<file path="src/rtl/crc_pkg.sv">
// Shared CRC-8 constants and types for the serial CRC generator and checker.
package crc_pkg;

  localparam int unsigned CRC_W          = 8;
  localparam logic [CRC_W-1:0] CRC_POLY  = 8'h1D;
  localparam int unsigned MIN_FRAME_BITS = 9;

  typedef enum logic [0:0] {
    IDLE = 1'b0,
    RECV = 1'b1
  } crc_state_t;

endpackage : crc_pkg

</file>
<file path="src/rtl/crc8_step.sv">
// One MSB-first CRC-8 LFSR step; shared by generator and checker so both ends divide identically.
module crc8_step
  import crc_pkg::*;
(
  input  logic [CRC_W-1:0] r,
  input  logic             nextbit,
  output logic [CRC_W-1:0] r_next
);

  logic inv;

  always_comb begin
    inv    = nextbit ^ r[CRC_W-1];
    r_next = {r[CRC_W-2:0], 1'b0} ^ (inv ? CRC_POLY : CRC_W'(0));
  end

endmodule : crc8_step

</file>
<file path="src/rtl/crc_check.sv">
// Serial CRC-8 frame checker: divides payload+CRC by the generator polynomial and reports at frame end.
module crc_check
  import crc_pkg::*;
#(
  parameter int unsigned CNTW = 8
) (
  input  logic             clk,
  input  logic             reset,
  input  logic             nextbit,
  input  logic             bitvalid,
  input  logic             lastbit,
  input  logic             abort,
  output logic             busy,
  output logic             done,
  output logic             crcok,
  output logic             shortframe,
  output logic [CRC_W-1:0] syndrome,
  output logic [CNTW-1:0]  bitcount
);

  crc_state_t       state, state_n;
  logic [CRC_W-1:0] r, r_n, r_base, r_step;
  logic [CNTW-1:0]  cnt, cnt_n, cnt_base, cnt_inc;
  logic             busy_n, done_n, crcok_n, short_n;
  logic [CRC_W-1:0] syndrome_n;
  logic [CNTW-1:0]  bitcount_n;

  // A frame starting from IDLE is seeded from zero, not from stale state.
  assign r_base   = (state == IDLE) ? CRC_W'(0) : r;
  assign cnt_base = (state == IDLE) ? CNTW'(0)  : cnt;
  assign cnt_inc  = (cnt_base == {CNTW{1'b1}}) ? cnt_base : cnt_base + CNTW'(1);

  crc8_step u_step (
    .r       (r_base),
    .nextbit (nextbit),
    .r_next  (r_step)
  );

  always_comb begin
    state_n    = state;
    r_n        = r;
    cnt_n      = cnt;
    done_n     = 1'b0;
    crcok_n    = crcok;
    short_n    = shortframe;
    syndrome_n = syndrome;
    bitcount_n = bitcount;

    if (abort) begin
      state_n = IDLE;
      r_n     = '0;
      cnt_n   = '0;
    end else if (bitvalid) begin
      if (lastbit) begin
        state_n    = IDLE;
        r_n        = '0;
        cnt_n      = '0;
        done_n     = 1'b1;
        syndrome_n = r_step;
        bitcount_n = cnt_inc;
        short_n    = (32'(cnt_inc) < MIN_FRAME_BITS);
        crcok_n    = (r_step == CRC_W'(0)) && !(32'(cnt_inc) < MIN_FRAME_BITS);
      end else begin
        state_n = RECV;
        r_n     = r_step;
        cnt_n   = cnt_inc;
      end
    end

    busy_n = (state_n == RECV);
  end

  always_ff @(posedge clk or posedge reset) begin
    if (reset) begin
      state      <= IDLE;
      r          <= '0;
      cnt        <= '0;
      busy       <= 1'b0;
      done       <= 1'b0;
      crcok      <= 1'b0;
      shortframe <= 1'b0;
      syndrome   <= '0;
      bitcount   <= '0;
    end else begin
      state      <= state_n;
      r          <= r_n;
      cnt        <= cnt_n;
      busy       <= busy_n;
      done       <= done_n;
      crcok      <= crcok_n;
      shortframe <= short_n;
      syndrome   <= syndrome_n;
      bitcount   <= bitcount_n;
    end
  end

endmodule : crc_check

</file>
<file path="config.mk">
export PLATFORM = sky130hd
export DESIGN_NAME = crc_check
export DESIGN_NICKNAME = d
export VERILOG_FILES = /design/src/rtl/crc_pkg.sv /design/src/rtl/crc8_step.sv /design/src/rtl/crc_check.sv
export SDC_FILE = /design/constraint.sdc
export NUM_CORES = 1
export LEC_CHECK = 0
export ABC_AREA = 1
export CAP_MARGIN = 10
export CORE_MARGIN = 4
export CORE_UTILIZATION = 45
export CTS_BUF_LIST = sky130_fd_sc_hd__clkbuf_8
export CTS_CLUSTER_SIZE = 8
export DETAILED_ROUTE_END_ITERATION = 16
export PLACE_DENSITY = 0.68
export SLEW_MARGIN = 30
export SYNTH_ARGS = -nofsm -noshare
export SYNTH_HDL_FRONTEND = slang
export SYNTH_SLANG_ARGS = --single-unit
</file>
<file path="constraint.sdc">
create_clock -name clk -period 2.2 [get_ports clk]
set_clock_uncertainty 0.1 [all_clocks]
set_input_delay 0.66 -clock clk [delete_from_list [all_inputs] [get_ports clk]]
set_output_delay 0.66 -clock clk [all_outputs]
set_load 0.05 [all_outputs]
</file>
==> reports/qor.csv <==
stage,metric,value,unit
status,run_status,finished clean,
floorplan,num_io_pins,26,
clock_tree,cts.path.max_buffers,2,
critical_path,crit_required,2330,ps
cells_and_area,commonest_non_fill_non_tap_cell_in_the_layout,nand2_1,
place,post_dp_cell_area,2140,um^2
cells_and_area,area.growth.synth_to_final,24.1,%
critical_path,timing.critical_path.buf_inv,2,
place,gp_congestion,0.915,
critical_path,path_delay_family,simple AND/OR/NAND/NOR gates,
cells_and_area,layout.core_utilization,59.1,%
min_path,whs_path_depth,2,
critical_path,timing.critical_path.slowest_cell_delay,480,ps
power_and_ir_drop,power.total,0.00144,W
cells_and_area,fillerInstances,330,
global_route,global_route.overflow_total,0,
timing,final_min_period_over_clock_period,87.2,%
floorplan,chip_width,71.2,um
clock_tree,htreeDepth,2,
floorplan,floorplan.initialDensity,47.6,%
min_path,min_to,syndrome[3],
timing,maximum_clock_rate,521,MHz
power_and_ir_drop,power_frac_clock,34.0,%
power_and_ir_drop,combinationalPowerShare,17.0,%
timing,finalMaxSlewViolations,0,
floorplan,row_count,22,
critical_path,slowest_stage,clkdlybuf4s50_1,
critical_path,ff2ff_path_depth,13,
critical_path,reg2reg_to,crcok,
power_and_ir_drop,vdd_drop_max,0.491,mV
global_route,largest_net_degree_at_the_start_of_global_routing,37,
synth,yosysSeqAreaShare,50.1,%
power_and_ir_drop,power.share.switching,29.3,%
synth,ys.warnings.count,0,
drt,vias_per_cell,5.18,
synth,synth_simple_gate_area_share,28.6,%
flow_run,drv_cap,0,
drt,drt-pass1-iter-count,4,
clock_tree,cts_clk_pin_slew_worst_paths,70,ps
timing,rsz0062_at_grt,no,
timing,report.final.setup_viol,0,
synth,postSynthAreaPerCell,8.60,um^2
drt,routed_wl,3980,um
synth,syn_inst,209,
synth,synth_cell_type_count,29,
global_route,antenna_found_initial,0,
synth,synth_xor_xnor_area_share,2.86,%
cells_and_area,post_route_cells_drive_above_1_share,22.4,%
clock_tree,cts_resized,0,
critical_path,timing_worst_setup_path_type,in -> reg,
clock_tree,clock_tree.root_cell,clkbuf_8,
min_path,worst_hold_path_type,reg -> reg,
synth,muxShareOfSynthArea,0,%
clock_tree,numCtsBuffers,5,
floorplan,design.core.area,3770,um^2
drt,via_count,1518,
cells_and_area,antenna_cells_inserted,0,
clock_tree,insertion_delay,290,ps
global_route,grt_pass1_wl,6850,um
clock_tree,clock_sink_count,36,
clock_tree,cts-hold-fix-buffers,0,
drt,route.detailed.drc,0,
cells_and_area,final_cell_mix,"55 x nand2_1, 35 x dfrtp_1, 27 x buf_4",
synth,synth_compound_area_share,9.89,%
timing,max_slew.worst_pin.slew,313,ps
floorplan,die_area,5070,um^2
synth,synth_top_family_by_area,simple AND/OR/NAND/NOR gates,
min_path,timing.hold.worst.start,syndrome[3],
timing,slew_headroom,79.0,%
drt,post_drt_wl_per_cell,13.6,um
critical_path,most_common_cell_on_crit_path,nand2_1,
drt,drt-initial-drc-count,176,
floorplan,die-height,71.2,um
global_route,globalRouteTotalUtil,17.2,%
critical_path,endpoint_kind,register,
power_and_ir_drop,power.share.sequential,49.1,%
critical_path,r2r-start,state,
critical_path,timing.reg2reg.setup_slack,320,ps
timing,period_needed,1920,ps
cells_and_area,post_layout_nonfiller_instances,293,
power_and_ir_drop,leakagePower,1.11,nW
critical_path,worstPathCellList,"clkdlybuf4s50_1, inv_1, nor3_4, nand2_1, or2_1, nor3_1, nand2_1, nand2_1",
synth,arithmetic_cell_share_of_the_synthesized_area_counting_full_adders_half_adders_and_majority_gates,0.696,%
cells_and_area,fin_nets,251,
power_and_ir_drop,internal_power,0.00102,W
critical_path,cp_max_fo,4,
critical_path,critPathArrivalTime,2050,ps
drt,antenna_violating_nets_post_route,0,
cells_and_area,multiInputGateArea,756,um^2
power_and_ir_drop,total_switching_power,0.000422,W
place,io_buffer_count,25,
synth,nets_in_the_synthesized_netlist,216,
synth,synthesis.area,1800,um^2
place,placed_cells,285,
timing,setup_tns,0,ps
global_route,first_global_vias,1419,
cells_and_area,regArea,902,um^2
place,dpl.hpwl,2920,um
cells_and_area,fin_area,2230,um^2
synth,synth.ff_latch_count,36,
power_and_ir_drop,power_density_cells,646,nW/um^2
clock_tree,cts_tree,done,
clock_tree,cts.repair_timing.setup_buffer_count,0,
timing,finalHoldViolations,0,
critical_path,timing.critical_path.from_type,primary input,
-- routing by layer --
metal / GRT usage (%) / up-vias / routed length [um]
met4: 5.85 / 0 / 70
met2: 27.4 / 46 / 1930
met5: 0 / - / 0
li1: - / 752 / -
met3: 3.27 / 9 / 184
met1: 23.4 / 711 / 1800
-- final cells by class --
class / instances / area share, %
flip-flops and latches: 36 / 40.5
well taps: 48 / 2.69
clock inverters: 2 / 0.449
inverters: 23 / 3.87
clock buffers: 6 / 3.70
repair buffers: 36 / 14.9
multi-input cells: 142 / 33.9
-- how the worst max path moves through the flow --
| stage | startpoint | endpoint | slack [ps] | cells past startpoint |
|---|---|---|---|---|
| finish | lastbit | crcok | 280 | 8 |
| global route | state | shortframe | 110 | 12 |
| CTS | lastbit | crcok | 290 | 8 |
| detailed placement | lastbit | crcok | -8 | 8 |
| global placement | lastbit | crcok | 70 | 8 |
| floorplan | state | crcok | 80 | 13 |
-- stage by stage --
step	setup WS (ps)	hold slack [ps]
after floorplan	77.5	380
after global placement	67.0	369
after detailed placement	-8.37	366
after CTS	294	392
after global routing	111	414
final	281	388
-- synth_stat cells --
master,n,area [um^2]
nand2_4,1,11.3
inv_1,21,78.8
nand3b_1,2,15.0
nor2_8,1,20.0
dfrtp_1,36,901
a21oi_1,1,5.00
ha_1,1,12.5
inv_2,2,7.51
nand3_4,1,17.5
nor3_1,2,10.0
o21a_1,1,7.51
o21ai_0,26,130
nor2_2,2,12.5
o22ai_1,4,25.0
xor2_2,1,16.3
buf_6,1,11.3
nor2_1,2,7.51
o21ai_1,2,10.0
xor2_1,2,17.5
nor2_4,2,22.5
or2_1,1,6.26
nand3_1,25,125
nor3_4,1,16.3
clkbuf_1,6,22.5
nand2_1,55,206
buf_12,1,20.0
nand2_2,4,25.0
xnor2_1,2,17.5
nand4_1,3,18.8
-- worst reg2reg max path, cell delays in order, from the launching register on --
cell and delay, ps:
dfrtp_2 430, nand2_1 90, inv_1 50, ha_1 210
nand2_1 170, nor2_8 70, nand2_4 120, nand2_1 60
nand2_1 120, nand3_1 90, nand2_1 100, nand2_1 70
nand2_1 50, nand2_1 50
-- flip-flops by register name (all words and copies together) (netlist names) --
signal,cells
bitcount,8
cnt,8
r,8
syndrome,8
crcok,1
done,1
shortframe,1
state,1
-- logic make-up after synthesis --
group	count (synthesis)
AND/OR/NAND/NOR	102
flip-flops	36
AO/OA/AOI/OAI	34
buffers and inverters	31
XOR/XNOR	5
adder cells (fa/ha/maj)	1
-- power by group through the flow --
stage / registers (W) / clock network, W / logic (W)
after floorplan: 0.000806 / 0 / 0.0000704
after global placement: 0.000719 / 0 / 0.000245
after detailed placement: 0.000720 / 0 / 0.000246
after CTS: 0.000708 / 0.000498 / 0.000247
after global routing: 0.000712 / 0.000525 / 0.000264
final: 0.000707 / 0.000489 / 0.000244
Note: power is estimated with default switching activity, not from simulation.
